[src/rtl/stride_count_ctrl.sv]
// Programmable arithmetic sequence controller: holds start/stride/limit/wrap config and
// steps Count from start by stride up to limit, with pause, abort, wrap and one-shot Done.
module stride_count_ctrl #(
  parameter int WIDTH          = 32,
  parameter int DEFAULT_START  = 1,
  parameter int DEFAULT_STRIDE = 2
) (
  input  logic             Clk,
  input  logic             Rst_l,
  input  logic             Cfg_valid,
  output logic             Cfg_ready,
  input  logic [WIDTH-1:0] Cfg_start,
  input  logic [WIDTH-1:0] Cfg_stride,
  input  logic [WIDTH-1:0] Cfg_limit,
  input  logic             Cfg_wrap,
  input  logic             Go,
  input  logic             Pause,
  input  logic             Abort,
  output logic [WIDTH-1:0] Count,
  output logic             Count_valid,
  output logic             Busy,
  output logic             Done,
  output logic             Overflow
);

  typedef enum logic [1:0] {ST_IDLE, ST_RUN, ST_PAUSE} state_t;

  localparam logic [WIDTH-1:0] START_INIT  = WIDTH'(DEFAULT_START);
  localparam logic [WIDTH-1:0] STRIDE_INIT = WIDTH'(DEFAULT_STRIDE);

  state_t           r_state, w_state_nxt;
  logic [WIDTH-1:0] r_start, r_stride, r_limit, r_count, w_count_nxt;
  logic             r_wrap, r_done, r_ovf, w_done_nxt, w_ovf_nxt;
  logic             r_count_valid, r_busy, r_cfg_ready;
  logic [WIDTH:0]   w_sum;
  logic             w_terminal, w_cfg_acc;

  // One extra bit on the sum catches the carry out of WIDTH bits as a terminal condition.
  assign w_sum      = {1'b0, r_count} + {1'b0, r_stride};
  assign w_terminal = w_sum[WIDTH] || (w_sum > {1'b0, r_limit});
  assign w_cfg_acc  = Cfg_valid && (r_state == ST_IDLE) && !Abort;

  // NOTE: every signal gets a hold/default value first, so no path leaves one unassigned
  // and no latch is inferred.
  always_comb begin
    w_state_nxt = r_state;
    w_count_nxt = r_count;
    w_done_nxt  = 1'b0;
    w_ovf_nxt   = r_ovf;
    if (Abort) begin
      w_state_nxt = ST_IDLE;
    end else begin
      unique case (r_state)
        ST_IDLE: begin
          if (w_cfg_acc) begin
            w_count_nxt = Cfg_start;
          end else if (Go) begin
            w_count_nxt = r_start;
            if (r_start <= r_limit) begin
              w_state_nxt = ST_RUN;
              w_ovf_nxt   = 1'b0;
            end else begin
              w_done_nxt = 1'b1;
            end
          end
        end
        ST_RUN: begin
          if (Pause) begin
            w_state_nxt = ST_PAUSE;
          end else if (!w_terminal) begin
            w_count_nxt = w_sum[WIDTH-1:0];
          end else begin
            if (w_sum[WIDTH]) w_ovf_nxt = 1'b1;
            if (r_wrap) begin
              w_count_nxt = r_start;
            end else begin
              w_state_nxt = ST_IDLE;
              w_done_nxt  = 1'b1;
            end
          end
        end
        ST_PAUSE: begin
          if (!Pause) w_state_nxt = ST_RUN;
        end
        default: w_state_nxt = ST_IDLE;
      endcase
    end
  end

  // NOTE: sequential state uses non-blocking assignments so all flops update together
  // from the values present before the edge.
  always_ff @(posedge Clk or negedge Rst_l) begin
    if (!Rst_l) begin
      r_state       <= ST_IDLE;
      r_start       <= START_INIT;
      r_stride      <= STRIDE_INIT;
      r_limit       <= '1;
      r_wrap        <= 1'b0;
      r_count       <= START_INIT;
      r_done        <= 1'b0;
      r_ovf         <= 1'b0;
      r_count_valid <= 1'b0;
      r_busy        <= 1'b0;
      r_cfg_ready   <= 1'b1;
    end else begin
      if (w_cfg_acc) begin
        r_start  <= Cfg_start;
        r_stride <= Cfg_stride;
        r_limit  <= Cfg_limit;
        r_wrap   <= Cfg_wrap;
      end
      r_state       <= w_state_nxt;
      r_count       <= w_count_nxt;
      r_done        <= w_done_nxt;
      r_ovf         <= w_ovf_nxt;
      // Status flags are flopped from the next state so they leave the block straight from flops.
      r_count_valid <= (w_state_nxt == ST_RUN);
      r_busy        <= (w_state_nxt != ST_IDLE);
      r_cfg_ready   <= (w_state_nxt == ST_IDLE);
    end
  end

  assign Cfg_ready   = r_cfg_ready;
  assign Count       = r_count;
  assign Count_valid = r_count_valid;
  assign Busy        = r_busy;
  assign Done        = r_done;
  assign Overflow    = r_ovf;

endmodule

[config.mk]
export PLATFORM = sky130hd
export DESIGN_NAME = stride_count_ctrl
export DESIGN_NICKNAME = d
export VERILOG_FILES = /design/src/rtl/stride_count_ctrl.sv
export SDC_FILE = /design/constraint.sdc
export NUM_CORES = 1
export LEC_CHECK = 0
export ABC_AREA = 1
export ABC_CLOCK_PERIOD_IN_PS = 3400
export BUFFER_PORTS_ARGS = -buffer_cell sky130_fd_sc_hd__buf_2
export CAP_MARGIN = 20
export CORE_ASPECT_RATIO = 1.25
export CORE_MARGIN = 8
export CORE_UTILIZATION = 53
export DETAILED_ROUTE_END_ITERATION = 16
export PLACE_DENSITY_LB_ADDON = 0.15
export RECOVER_POWER = 25
export SLEW_MARGIN = 0
export SYNTH_ARGS = -nofsm -noshare
export SYNTH_HDL_FRONTEND = slang
export SYNTH_SLANG_ARGS = --single-unit
export TNS_END_PERCENT = 20
[constraint.sdc]
create_clock -name Clk -period 3.4 [get_ports Clk]
set_clock_uncertainty 0.05 [all_clocks]
set_input_delay 0.51 -clock Clk [delete_from_list [all_inputs] [get_ports Clk]]
set_output_delay 0.51 -clock Clk [all_outputs]
set_load 0.005 [all_outputs]
; After elaboration in Yosys (flattened, before gate mapping)
; Index checks and enable logic that the tools add are counted.
[word_totals]
reg_bits = 136
in_bits = 103
out_inout_bits = 37
elab_cells = 66
[classes]
n_addsub = 1
order_cmp = 2
eq_ne = 11
mux = 30
bitwise_logic = 1
n_reduce_logical = 10
[ops]
columns = op, n
row1 = $mux 32, 5
row2 = $pmux 32 s2, 1
row3 = $add 32x32->33, 1
row4 = $gt 33x32->1, 1
row5 = $le 32x32->1, 1
row6 = $mux 2, 8
row7 = $mux 1, 13
row8 = $ne 2x2->1 const B, 5
row9 = $reduce_and 8->1, 1
row10 = $ne 3x3->1 const B, 2
row11 = $pmux 2 s3, 1
row12 = $reduce_and 5->1, 1
row13 = $eq 2x1->1 const B, 2
row14 = $logic_not 2->1, 2
row15 = $pmux 1 s2, 2
row16 = $reduce_bool 2->1, 2
row17 = $eq 2x2->1 const B, 1
row18 = $logic_and 1x1->1, 2
row19 = $ne 2x1->1 const B, 1
row20 = $logic_not 1->1, 1
row21 = $logic_or 1x1->1, 1
row22 = $not 1->1, 1

; Longest topological paths before layout
[depth]
depth_word = 8
mapped_depth = 32
depth_no_buf = 31

; Least setup slack after synthesis
; No wires, ideal clock.
[synth_path]
path_kind = register -> register
start = register r_stride[1]
end = register r_count[10] (netlist: Count[10])
setup_time_ps = 116
arrival_ps = 3459
setup_slack_ps = -226
path_stages_with_launch = 31
n_path_buf = 1
path_cell_list = dfstp_2 > ha_1 > nand3_1 > nand3_1 > a21boi_0 > o21ai_0 > nand2_1 > nand2_1 > xor2_1 > inv_1 > ha_1 > nand2_1 > nor2_1 > nand2_1 > nor2_1 > nor2_1 > nand3_1 > nand2_1 > nand2_1 > nand2_1 > nand2_1 > nand2_1 > nand2_1 > nand2_4 > nand2_4 > nand3_2 > nand2_4 > inv_4 > buf_6 > nand2_1 > nand2_1
[synth_via]
elab_chain_cells = 6
[synth_lines]
columns = element, line_no
row1 = "start, declared", 32  ; logic [WIDTH-1:0] r_start, r_stride, r_limit, r_count, w_count_nxt;
row2 = "start signal, assigned", 108  ; r_stride <= Cfg_stride;
row3 = $add 32x32->33 *, 39  ; assign w_sum = {1'b0, r_count} + {1'b0, r_stride};
row4 = $gt 33x32->1, 40  ; assign w_terminal = w_sum[WIDTH] || (w_sum > {1'b0, r_limit});
row5 = $logic_or 1x1->1, 40
row6 = $mux 32, 70  ; end else if (!w_terminal) begin
row7 = $mux 32, 68  ; if (Pause) begin
row8 = $pmux 32 s2, 53  ; unique case (r_state)
row9 = "end signal, assigned", 113  ; r_count <= w_count_nxt;
row10 = "end, declared", 32
; Mark *: on every way between the ends. The rest lies on a longest branch, timed or not. The select of a mux whose other input is x is not followed.
; A chain may end at the register's enable or synchronous reset.

; Worst setup path after layout
[layout_path]
start = register r_stride[0]
end = register r_count[10] (netlist: Count[10])
; Same word-level chain as after synthesis.

==> metrics.md <==
| Metric | Value |
|---|---|
| Outcome | complete, but fails checks |
| Failing checks | max-capacitance violations, max-slew violations, negative setup slack |
| Startpoint of the worst-slack reg-to-reg timing path | r_stride[0]$_DFFE_PN0P_ |
| Top area cells in the synthesized netlist | sky130_fd_sc_hd__dfrtp_1, sky130_fd_sc_hd__nand2_1, sky130_fd_sc_hd__ha_1 |
| Largest net degree at the start of global routing | 115 |
| Initial Util | 53.48% |
| Synthesis Warnings | 0 |
| Upper clock frequency limit | 0.2484 GHz |
| Finished layout cell area | around 0.013 mm^2 |
| Number of nets in the synthesized netlist | 1562 |
| Number of ports placed on the die boundary | 140 |
| Area share of fa/ha/maj cells after synthesis | 12.76% |
| Maximum fanout along the worst path | 8 |
| Async SR Flop Fraction | 100.0% |
| Internal power | 8.629 mW |
| Overflow left after global routing | 0 |
| Fraction of the yosys area taken by sequential cells | 36.04% |
| Global-route wire length before repair | 49.42 mm |
| Fraction of the mapped netlist area in simple logic gates | 30.91% |
| Startpoint of the most critical hold path | Abort |
| Clock transition at the register clock pins on the worst setup and hold paths after CTS | 70 ps |
| Post-detailed-route DRC marker count | 0 |
| Via count of the routed design | 10037 |
| Die X-Extent | 136.2 um |
| Required time of the worst setup path | 3650 ps |
| Max IR drop VDD | between 0.0007 and 0.0008 V |
| Syn Inst Count | 1362 |
| Slack of the worst reg-to-reg path | -630 ps |
| Number of placement rows | 55 |
| Fraction of final layout cells with drive strength greater than 1 | 29.25% |
| Cells on worst reg2reg path | 32 |
| Slowest cell on the critical path | sky130_fd_sc_hd__dfrtp_1 |
| Area added between synthesis and finish | 36.45% |
| Leading cell type by number of instances after synthesis | sky130_fd_sc_hd__nand2_1 |
| Unrepaired setup endpoints after global routing | true |
| Setup WS post-layout | -626.1 ps |
| Number of enable-type register cells in the synthesized netlist | 0 |
| Synth cell count leaders | sky130_fd_sc_hd__nand2_1, sky130_fd_sc_hd__inv_1, sky130_fd_sc_hd__dfrtp_1, sky130_fd_sc_hd__ha_1, sky130_fd_sc_hd__nand3_1 |
| Die outline area | 0.02264 mm^2 |
| Clock buffers created by TritonCTS | 17 |
| Final layout net count | 1876 |
| Leakage | 7.293 nW |
| Critical Path Source Type | flop |
| Clk Tree Root Cell | sky130_fd_sc_hd__clkbuf_16 |
| Final RePlAce weighted congestion | around 0.96 |
| Setup-failing EPs final | 54 |
| Detailed Place HPWL | 23.45 mm |
| Post-DP Area | 0.01188 mm^2 |
| Final wirelength | between 30 and 40 mm |
| Most area-hungry cell type in the Yosys netlist | sky130_fd_sc_hd__dfrtp_1 |
| Final Total Pwr | roughly 16 mW |
| Number of maximum-capacitance constraint violations | 1 |
| Number of iterations in the first detailed-routing pass | 6 |
| Via count of the first global-routing pass | a little under 10000 |
| Seq pwr share | 16.9% |
| Switching power of the nets | 7.641 mW |
| Buffers added on ports | 139 |
| Tcrit/Tclk final | 118.4% |
| Final core area utilization | 72.97% |
| Class of the most critical setup path | reg -> reg |
| Final hold violations | 0 |
| Avg Cell Area, Syn | 7.025 um^2 |
| Synthesized-area fraction occupied by xor and xnor cells | 2.105% |
| Number of DRC violations after detailed-routing iteration 0 | 749 |
| Hold EP | Done$_DFF_PN0_ |
| Arrival time of the worst setup path | approximately 4300 ps |
| Global-route usage over all layers | 27.51% |
| Max stage delay on crit path | 420 ps |
| Endpoint class of the critical path | flop |
| Switching power share of the total | 46.97% |
| Clock tree from TritonCTS | done |
| Ant diodes | 0 |
| Clock power frac | roughly an eighth |
| Post-detailed-route count of antenna-violating nets | 0 |
| TritonCTS Sinks | 136 |
| Most prevalent standard cell on the critical path | sky130_fd_sc_hd__nand2_1 |
| Total number of H-tree levels | 4 |
| Power share of the combinational group | 70.9% |
| Largest family of logic cells by synthesized area | simple AND/OR/NAND/NOR gates |
| Tightest Pin Transition | 2851 ps |
| Number of distinct library cells after synthesis | 38 |
| Largest buffer count on any clock path | 2 |
| Min Clock Period, post-route | 4026 ps |
| Hold Path Cell Cnt | 2 |
| Worst R2R End | Count[10]$_DFFE_PN0P_ |
| Worst rel slew slack | -90.08% |
| Vert. Die Dim | 166.2 um |
| Insertion delay of the later-clocked pin in the worst-skew pair | about 430 ps |
| Detail-routed net length per standard cell | 16.31 um |
| Worst Hold Margin | between 200 and 250 ps |
| Share of the synthesized area in the top cell type | 26.15% |
| Placeable core region | approximately 0.018 mm^2 |
| Per-cell via count in the routed design | 5.236 |
| Number of slew-limit violations in the final report | 55 |
| Initial antenna violation count | 0 |
| Main flop type after synthesis | sky130_fd_sc_hd__dfrtp_1 |
| Power per standard cell area | around 1200 mW/mm^2 |
| Share of synthesized area spent on multiplexers | 0% |
| Compound-Gate Fraction of Synth Area | 9.442% |
| Register bit count reported by yosys | between 100 and 150 |
| Aggregate negative setup slack | -23080 ps |
| Worst min-delay path class | in -> reg |
| Area of the mapped netlist | 0.009568 mm^2 |
-- state kept, by name, indices dropped and copies added, names as in the netlist, 2 cells and up --
register  cells
r_stride     32
r_state       2
r_start      32
Count        32
r_limit      32
-- critical path: cells and delay by family, from the launching register on --
kind / cells / cell delay (ps)
and+or+nand+nor: 23 / 1760
DFF: 1 / 420
buffers and inverters: 3 / 320
adders and majority gates: 3 / 840
xor gates and xnor gates: 1 / 210
AOI/OAI and AO/OA: 2 / 270
-- timing repair --
item / 4_1_cts / 5_1_grt
pin swaps: 12 / 21
gates resized for setup: 43 / 49
buffers inserted: 5 / 2
gates cloned: 1 / 2
hold buffers: 0 / 0
endpoints found under the setup margin: 37 / 37
-- worst max-delay path by stage --
stage                                       end               startpoint  slack (ps)  cells after the start
final                     Count[10]$_DFFE_PN0P_  r_stride[0]$_DFFE_PN0P_        -630                     32
after global routing      Count[10]$_DFFE_PN0P_  r_stride[0]$_DFFE_PN0P_        -880                     32
after CTS                  Count[0]$_DFFE_PN1P_     Count[0]$_DFFE_PN1P_        -510                     33
after detailed placement         Busy$_DFF_PN0_  r_stride[0]$_DFFE_PN0P_        -650                     29
after global placement    Count[16]$_DFFE_PN0P_  r_stride[0]$_DFFE_PN0P_        -610                     28
after floorplan           Count[10]$_DFFE_PN0P_     Count[0]$_DFFE_PN1P_         -80                     29
-- kinds of logic (layout without fill, tap and decap cells) --
logic type	Yosys count	count (layout)
AOI/OAI and AO/OA	170	170
xor gates and xnor gates	23	23
adders and majority gates	97	97
buffers and inverters	211	538
DFF	136	136
and+or+nand+nor	725	725
-- area by class of cell --
cell class                      instances  area (um^2)
Clock inverter                         15        197.7
Multi-Input combinational cell       1015         5744
Sequential cell                       136         3448
Tap cell                              228        285.3
Fill cell                            1506         4837
Inverter                              170        648.1
Timing Repair Buffer                  336         2306
Clock buffer                           17        425.4
-- metrics by stage --
stage / std cells / worst slack (ps)
2_1_floorplan: 1362 / -75.60
3_3_place_gp: 1876 / -610.4
3_5_place_dp: 1876 / -654.7
4_1_cts: 1913 / -506.1
5_1_grt: 1917 / -878.4
6_report: 1917 / -626.1
-- layout by cell type, fill, tap and decap left out, drive strengths merged, types with 8 or more instances in the layout --
cell type	Yosys	layout
a21o	8	8
inv	170	173
o21ai	89	89
dfrtp	100	100
nand2	530	530
nor2	68	68
xor2	20	20
nand4	10	10
a21oi	61	61
dfstp	36	36
nor4	8	8
ha	96	96
clkbuf	21	21
buf	20	332
nand3	96	96
-- per-layer routing --
metal  GRT usage, %  up-vias  wire [um]
met5              0        -          0
li1               -     4961          -
met1          37.68     4654      13720
met3          4.510       38       2170
met4          6.893        0        520
met2          44.07      384      14850
-- power groups by stage --
stage                     sequential (mW)  clock [mW]  combinational [mW]
final                                2.75        1.98                11.5
after global routing                 2.81        2.06                12.7
after CTS                            2.72        2.01                10.9
after detailed placement             2.73           0                10.2
after global placement               2.72           0                9.98
after floorplan                      2.65           0                5.74
(Power assumes the default switching activity.)
